File: src/rtl/dmem_arb_pkg.sv
// -----------------------------------------------------------------------------
// dmem_arb_pkg
//   Shared types for the data-memory arbiter: host lock state and the encoding
//   used to name the owning port of an access (CPU or host).
//   No ports (package).
// -----------------------------------------------------------------------------
package dmem_arb_pkg;

   typedef enum logic {
      UNLOCKED = 1'b0,
      LOCKED   = 1'b1
   } lock_state_e;

   localparam logic OWN_C = 1'b0;
   localparam logic OWN_H = 1'b1;

endpackage

File: src/rtl/dmem_arb_rr2.sv
// -----------------------------------------------------------------------------
// dmem_arb_rr2
//   Two-way round-robin picker between the CPU (C) and host (H) requesters.
//   Ports:
//     req_c, req_h   in   requests from CPU / host
//     rr_last        in   owner of the most recent grant (OWN_C / OWN_H)
//     force_c        in   grant C regardless of mask or tie state
//     mask_c         in   C not eligible for normal arbitration
//     gnt_c, gnt_h   out  one-hot (or zero) grant
// -----------------------------------------------------------------------------
module dmem_arb_rr2
   import dmem_arb_pkg::*;
(
   input  logic req_c,
   input  logic req_h,
   input  logic rr_last,
   input  logic force_c,
   input  logic mask_c,
   output logic gnt_c,
   output logic gnt_h
);

   logic elig_c;

   always_comb begin
      gnt_c  = 1'b0;
      gnt_h  = 1'b0;
      elig_c = req_c & ~mask_c;
      if (force_c && req_c) begin
         // Anti-starvation slot overrides the host lock mask.
         gnt_c = 1'b1;
      end else if (elig_c && req_h) begin
         // Tie: whoever did not win last time gets it.
         if (rr_last == OWN_H) gnt_c = 1'b1;
         else                  gnt_h = 1'b1;
      end else if (elig_c) begin
         gnt_c = 1'b1;
      end else if (req_h) begin
         gnt_h = 1'b1;
      end
   end

endmodule

File: src/rtl/dmem_arbiter.sv
// -----------------------------------------------------------------------------
// dmem_arbiter
//   Shares a single-port synchronous data RAM between the CPU load/store path
//   (port C) and a host/debug port (port H). One access is granted per cycle;
//   read data returns one cycle after the grant to the owning port only. The
//   host can lock the RAM for back-to-back bursts, bounded by MAX_LOCK cycles
//   of CPU starvation after which the CPU gets one forced slot.
//   Ports:
//     CLOCK_50, reset                  clock, synchronous active-high reset
//     c_req/c_we/c_addr/c_wdata        CPU request (held until c_gnt)
//     h_req/h_we/h_addr/h_wdata        host request (held until h_gnt)
//     h_lock                           host asks for exclusive ownership
//     c_gnt/h_gnt                      access accepted this cycle
//     c_rvalid/c_rdata, h_rvalid/h_rdata  read return, zero when not valid
//     cpu_stall                        CPU must hold its pipeline
//     ram_read_enable/ram_write_enable/ram_address/ram_write_data  to RAM
//     ram_read_data                    from RAM, one cycle after read strobe
// -----------------------------------------------------------------------------
module dmem_arbiter
   import dmem_arb_pkg::*;
#(
   parameter int ADDR_W   = 8,
   parameter int DATA_W   = 32,
   parameter int MAX_LOCK = 16
)(
   input  logic              CLOCK_50,
   input  logic              reset,
   input  logic              c_req,
   input  logic              c_we,
   input  logic [ADDR_W-1:0] c_addr,
   input  logic [DATA_W-1:0] c_wdata,
   input  logic              h_req,
   input  logic              h_we,
   input  logic [ADDR_W-1:0] h_addr,
   input  logic [DATA_W-1:0] h_wdata,
   input  logic              h_lock,
   output logic              c_gnt,
   output logic              h_gnt,
   output logic              c_rvalid,
   output logic [DATA_W-1:0] c_rdata,
   output logic              h_rvalid,
   output logic [DATA_W-1:0] h_rdata,
   output logic              cpu_stall,
   output logic              ram_read_enable,
   output logic              ram_write_enable,
   output logic [ADDR_W-1:0] ram_address,
   output logic [DATA_W-1:0] ram_write_data,
   input  logic [DATA_W-1:0] ram_read_data
);

   localparam int               CNT_W   = $clog2(MAX_LOCK + 1);
   localparam logic [CNT_W-1:0] CNT_MAX = CNT_W'(MAX_LOCK);

   lock_state_e      state_q, state_d;
   logic [CNT_W-1:0] lock_cnt_q, lock_cnt_d;
   logic             rr_last_q, rr_last_d;
   logic             rd_pend_q, rd_pend_d;
   logic             rd_owner_q, rd_owner_d;

   logic             req_c_ok, req_h_ok;
   logic             force_c, mask_c;

   // No grants while reset is asserted, so nothing can be issued in that cycle.
   assign req_c_ok = c_req & ~reset;
   assign req_h_ok = h_req & ~reset;
   assign mask_c   = (state_q == LOCKED);
   assign force_c  = (state_q == LOCKED) && (lock_cnt_q == CNT_MAX);

   dmem_arb_rr2 u_rr (
      .req_c   (req_c_ok),
      .req_h   (req_h_ok),
      .rr_last (rr_last_q),
      .force_c (force_c),
      .mask_c  (mask_c),
      .gnt_c   (c_gnt),
      .gnt_h   (h_gnt)
   );

   // ---- state register ------------------------------------------------------
   always_ff @(posedge CLOCK_50) begin
      if (reset) begin
         state_q    <= UNLOCKED;
         lock_cnt_q <= '0;
         rr_last_q  <= OWN_H;
         rd_pend_q  <= 1'b0;
         rd_owner_q <= OWN_C;
      end else begin
         state_q    <= state_d;
         lock_cnt_q <= lock_cnt_d;
         rr_last_q  <= rr_last_d;
         rd_pend_q  <= rd_pend_d;
         rd_owner_q <= rd_owner_d;
      end
   end

   // ---- next-state logic ----------------------------------------------------
   always_comb begin
      state_d    = state_q;
      lock_cnt_d = lock_cnt_q;
      rr_last_d  = rr_last_q;
      if (c_gnt)      rr_last_d = OWN_C;
      else if (h_gnt) rr_last_d = OWN_H;

      rd_pend_d  = (c_gnt & ~c_we) | (h_gnt & ~h_we);
      rd_owner_d = h_gnt ? OWN_H : OWN_C;

      if (state_q == UNLOCKED) begin
         lock_cnt_d = '0;
         // Lock is only taken on an actual host grant.
         if (h_gnt && h_lock) state_d = LOCKED;
      end else begin
         if (!h_lock) begin
            state_d    = UNLOCKED;
            lock_cnt_d = '0;
         end else if (c_gnt) begin
            lock_cnt_d = '0;
         end else if (c_req && (lock_cnt_q != CNT_MAX)) begin
            lock_cnt_d = lock_cnt_q + 1'b1;
         end
      end
   end

   // ---- outputs -------------------------------------------------------------
   always_comb begin
      ram_address      = h_gnt ? h_addr  : c_addr;
      ram_write_data   = h_gnt ? h_wdata : c_wdata;
      ram_read_enable  = (c_gnt & ~c_we) | (h_gnt & ~h_we);
      ram_write_enable = (c_gnt &  c_we) | (h_gnt &  h_we);

      // A read pending across a reset edge is dropped, never returned.
      c_rvalid = ~reset & rd_pend_q & (rd_owner_q == OWN_C);
      h_rvalid = ~reset & rd_pend_q & (rd_owner_q == OWN_H);
      c_rdata  = c_rvalid ? ram_read_data : '0;
      h_rdata  = h_rvalid ? ram_read_data : '0;

      // Writes finish on the grant, reads on the data return.
      cpu_stall = c_req & ~(c_we ? c_gnt : c_rvalid);
   end

endmodule

File: config.mk
export PLATFORM = sky130hd
export DESIGN_NAME = dmem_arbiter
export DESIGN_NICKNAME = d
export VERILOG_FILES = /design/src/rtl/dmem_arb_pkg.sv /design/src/rtl/dmem_arb_rr2.sv /design/src/rtl/dmem_arbiter.sv
export SDC_FILE = /design/constraint.sdc
export NUM_CORES = 1
export LEC_CHECK = 0
export CAP_MARGIN = 10
export CORE_AREA = 2 2 89 91
export CTS_CLUSTER_DIAMETER = 150
export DETAILED_ROUTE_END_ITERATION = 7
export DIE_AREA = 0 0 91 93
export MAX_ROUTING_LAYER = met4
export PLACE_DENSITY = 0.75
export SYNTH_ARGS = -nofsm -noshare
export SYNTH_HDL_FRONTEND = slang
export SYNTH_SLANG_ARGS = --single-unit
export TNS_END_PERCENT = 10
File: constraint.sdc
create_clock -name CLOCK_50 -period 2 [get_ports CLOCK_50]
set_input_delay 0.4 -clock CLOCK_50 [delete_from_list [all_inputs] [get_ports CLOCK_50]]
set_output_delay 0.4 -clock CLOCK_50 [all_outputs]
set_load 0.01 [all_outputs]
# [Word-level counts from Yosys, hierarchy flattened]
# Cells that the tools add are included.
[word_totals] out_inout_bits=111 word_cells=55 ff_bits=9 input_bits=119
[op_classes] bitwise=20 add_sub_neg=1 n_eq_ne=2 reduce_logical=7 mux=20
[op_table] op="$mux 32" n=3
[op_table] op="$mux 1" n=16
[op_table] op="$and 1x1->1" n=11
[op_table] op="$mux 8" n=1
[op_table] op="$not 1->1" n=7
[op_table] op="$add 5x1->5 const B" n=1
[op_table] op="$eq 5x5->1 const B" n=1
[op_table] op="$logic_and 1x1->1" n=5
[op_table] op="$ne 5x5->1 const B" n=1
[op_table] op="$reduce_or 4->1" n=1
[op_table] op="$or 1x1->1" n=2
[op_table] op="$reduce_bool 2->1" n=1

# [Logic depth before layout (Yosys ltp)]
[logic_depth] depth_word=9 ltp_mapped=6 mapped_depth_nobuf=5

# [Modules after synthesis]
# A second synthesis with hierarchy kept.
[unflattened] cells_unflattened=173 area_unflattened_um2=1383.8
[by_module_without_submodules] mod="dmem_arbiter" seq_area_each_um2=180.2 area_each_um2=1346.3 instances=1 cells_per_inst=166
[by_module_without_submodules] mod="dmem_arb_rr2" seq_area_each_um2=0.0 area_each_um2=37.5 instances=1 cells_per_inst=7

# [Worst setup path after synthesis]
# Ideal clock, no wire load.
[synth_timing] path_type="reg2out" startpoint="register lock_cnt_q[0]" endpoint="output ram_address[3]" t_required_ns=1.600 slack_ns=-0.072 arrival_ns=1.672 path_stages_with_launch=7 path_buffers=1 cell_sequence="dfxtp_1 -> inv_1 -> ha_1 -> nand4bb_4 -> o2111ai_4 -> buf_6 -> mux2_2"
[synth_between] elab_chain_cells=5
[synth_rtl] item="start, declared" line_no="dmem_arbiter.sv:55" text="logic [CNT_W-1:0] lock_cnt_q, lock_cnt_d;"
[synth_rtl] item="start signal, assigned" line_no="dmem_arbiter.sv:89" text="lock_cnt_q <= lock_cnt_d;"
[synth_rtl] item="$eq 5x5->1" line_no="dmem_arbiter.sv:67" text="assign force_c = (state_q == LOCKED) && (lock_cnt_q == CNT_MAX);"
[synth_rtl] item="$logic_and 1x1->1" line_no="dmem_arbiter.sv:67"
[synth_rtl] item="$logic_and 1x1->1" line_no="dmem_arb_rr2.sv:29" text="if (force_c && req_c) begin"
[synth_rtl] item="$mux 1" line_no="dmem_arb_rr2.sv:29"
[synth_rtl] item="$mux 8" line_no="dmem_arbiter.sv:125" text="ram_address = h_gnt ? h_addr : c_addr;"
[synth_rtl] item="end, declared" line_no="dmem_arbiter.sv:46" text="output logic [ADDR_W-1:0] ram_address,"
# Every way passes these cells.

# [Worst setup path after layout]
[layout_timing] startpoint="register lock_cnt_q[0]" endpoint="output ram_address[0]"
# Same word-level chain as after synthesis.

==> results.cfg <==
[sta]
tns_ns = -13.90
hold_violations = 0
fin_worst_skew_ns = 0.00121
final.min_clock_period_ns = 2.36
worstMarginPinSlew_ns = 0.272
fin_ws_ns = -0.358
drv_slew = 0
relSlewSlack_pct = 81.6
final.period_utilization_pct = 118
rsz0062_at_grt = yes
setup_viol = 45
fmax_mhz = 424

[synth]
synth_top_cell_by_area = mux2_2
ys_warn_count = 0
synth.mux.area_fraction_pct = 31.5
synth-edff-count = 0
async_reset_ff_share_pct = 0
yosysTopAreaCellShare_pct = 30.8
synth_top_family_by_area = simple AND/OR/NAND/NOR gates
ys_ff_latch = 9
synth.distinct_cells = 28
synth_common_cells = and2_1 (65), mux2_2 (40), dfxtp_1 (9)
synth_simple_gate_area_share_pct = 38.1
yosysMostFrequentCell = and2_1
seq_area_frac_synth_pct = 12.3
synth_cells = 173
synth-xor-area-share_pct = 0.598
yosys.area_share.adder_pct = 1.71
synth_compound_area_share_pct = 8.80
synth_area_leaders = mux2_2 (31%), and2_1 (28%), dfxtp_1 (12%)
syn-cell-area_um2 = 1460
syn_avg_cell_area_um2 = 8.46
synthFlopType = dfxtp_1
synth.net_count = 294

[clock_tree]
path_clk_slew_ns = 0.05
cts_tree = built
h-tree-depth = 1
insertion_delay_ns = 0.24
cts_inserted_buffers = 3
cts_root_buf = clkbuf_8
cts.sinks = 9
cts_max_path_buffers = 2

[critical_path]
cp_top_family = buffers and inverters
cp.arrival_ns = 1.96
path_common_cell = buf_6
slowest_stage = dfxtp_2
path_max_fanout = 8
critPathMaxStageDelay_ns = 0.32
crit_type = reg -> out
startpoint_type = flip-flop
crit_path_end_kind = primary output
critPathRequiredTime_ns = 1.60
cp_cell_sequence = inv_2 > ha_4 > nand4bb_4 > o2111ai_4 > buf_6 > buf_12 > mux2_4 > buf_6
critPathBufInv = 4

[grt]
grt_start_max_net_pins = 28
grt_pass1_vias = 2427
grt_pass1_wl_mm = 12.5
grt_antenna_before_repair = 0
track_usage_pct = 19.3
grt.overflow.total = 0

[layout]
layout.nets = 556
syn2layout_area_growth_pct = 198
diodes = 0
drive_above_1_share_pct = 42.6

[drt]
drc = 0
drt_iter0_markers = 25
dr_total_vias = 2272
wire_per_inst_um = 15.8
post_drt_via_cell_ratio = 4.24
postRouteAntennaNets = 0
firstDrtPassIters = 4
wl_mm = 8.46

[die]
ios = 230
die_w_um = 91
num_rows = 32
start_util_pct = 19.4
die-area_um2 = 8460
die_h_um = 93
core_um2 = 7530

[placement]
gp_congestion = 0.768
io_buffers = 229
dp_hpwl_mm = 6.60
pre_cts_ws_ns = -0.823

[run_status]
status = finished with violations
violations = setup timing

[flow_run]
drv_cap = 0

[pwr]
power.leakage_nw = 2.11
p_per_area_nw_per_um2 = 270
vdd_ir_drop_max_mv = 0.144

[min_path]
hold_class = reg -> reg
==> metal layers <==
| metal | up-vias | share of wire (%) | track usage, % |
|---|---|---|---|
| met5 | - | 0 | - |
| met4 | 0 | 1.0 | 5.43 |
| met3 | 6 | 6.6 | 2.26 |
| met2 | 127 | 57 | 38.8 |
| met1 | 1024 | 35 | 19.6 |
| li1 | 1115 | - | - |
==> report_power, final <==
group | internal [mW] | leakage [nW] | total [mW] | switching (mW)
Combinational | 0.530 | 2.01 | 0.772 | 0.242
Clock | 0.139 | 0.0228 | 0.215 | 0.0760
Sequential | 0.185 | 0.0743 | 0.190 | 0.00514
==> placed cells by master (no fill, tap or decap), types with 2 or more instances in the layout <==
cell type / netlist / layout
inv_1: 8 / 4
buf_16: 0 / 3
buf_12: 0 / 5
clkdlybuf4s50_1: 0 / 115
o21ai_0: 2 / 2
clkbuf_8: 0 / 3
clkdlybuf4s15_2: 0 / 8
nand2_1: 7 / 7
buf_6: 4 / 47
dfxtp_1: 9 / 7
nor2_1: 3 / 3
clkdlybuf4s15_1: 0 / 19
and2_1: 65 / 65
a21oi_1: 4 / 4
inv_2: 0 / 4
dfxtp_2: 0 / 2
clkbuf_2: 0 / 7
nand3_1: 4 / 4
dlygate4sd2_1: 0 / 8
buf_2: 1 / 31
mux2_4: 0 / 40
nor3b_4: 0 / 2
buf_4: 0 / 24
==> final cells by class <==
| cell class | count | area, um^2 |
|---|---|---|
| inverter | 8 | 30.0 |
| clock buffer | 4 | 45.0 |
| timing repair buffer | 268 | 2600 |
| tap | 102 | 128 |
| fill | 660 | 3170 |
| sequential | 9 | 183 |
| multi-input combinational | 145 | 1380 |
==> worst register-to-register path, stage by stage (launching register included) <==
cell       delay, ns
dfxtp_2         0.32
inv_2           0.07
ha_4            0.14
nand4bb_4       0.14
buf_4           0.18
a2111oi_4       0.32
buf_4           0.19
o2bb2ai_1       0.10
==> registers in the layout (all words and copies together) (netlist names) <==
register    flops
lock_cnt_q      5
rd_pend_q       1
rr_last_q       1
mask_c          1
rd_owner_q      1
==> final timing paths <==
kind | startpoint | endpoint | slack (ns) | cells after the start
hold reg to reg | lock_cnt_q[0] | lock_cnt_q[0] | 0.55 | 3
hold / removal | lock_cnt_q[0] | lock_cnt_q[0] | 0.55 | 3
setup reg to reg | lock_cnt_q[0] | rd_pend_q | 0.47 | 7
setup / recovery | lock_cnt_q[0] | ram_address[0] | -0.36 | 8
==> through the flow <==
step           power, mW  instance area, um^2  utilization [%]  hold slack (ns)  instances
5_1_grt             1.24                 4360             57.9            0.577        536
4_1_cts             1.19                 4390             58.4            0.549        537
3_3_place_gp       0.893                 4210             56.0            0.527        518
6_report            1.18                 4360             57.9            0.548        536
3_5_place_dp       0.904                 4210             56.0            0.540        518
2_1_floorplan      0.433                 1610                -            0.456        173
==> cells by family after synthesis <==
family | count (synthesis)
AND/OR/NAND/NOR | 89
multiplexers | 41
buffers and inverters | 19
AO/OA/AOI/OAI | 12
flip-flops | 9
adder cells (fa/ha/maj) | 2
XOR/XNOR | 1
==> what timing repair did <==
item	4_1_cts	5_1_grt
hold buffers	0	0
cloned	4	0
endpoints found under the setup margin	111	74
pin swaps	4	3
resized for setup	415	37
hold endpoints to repair	0	0
buffers inserted	13	0
Note: power is estimated with default switching activity, not from simulation.
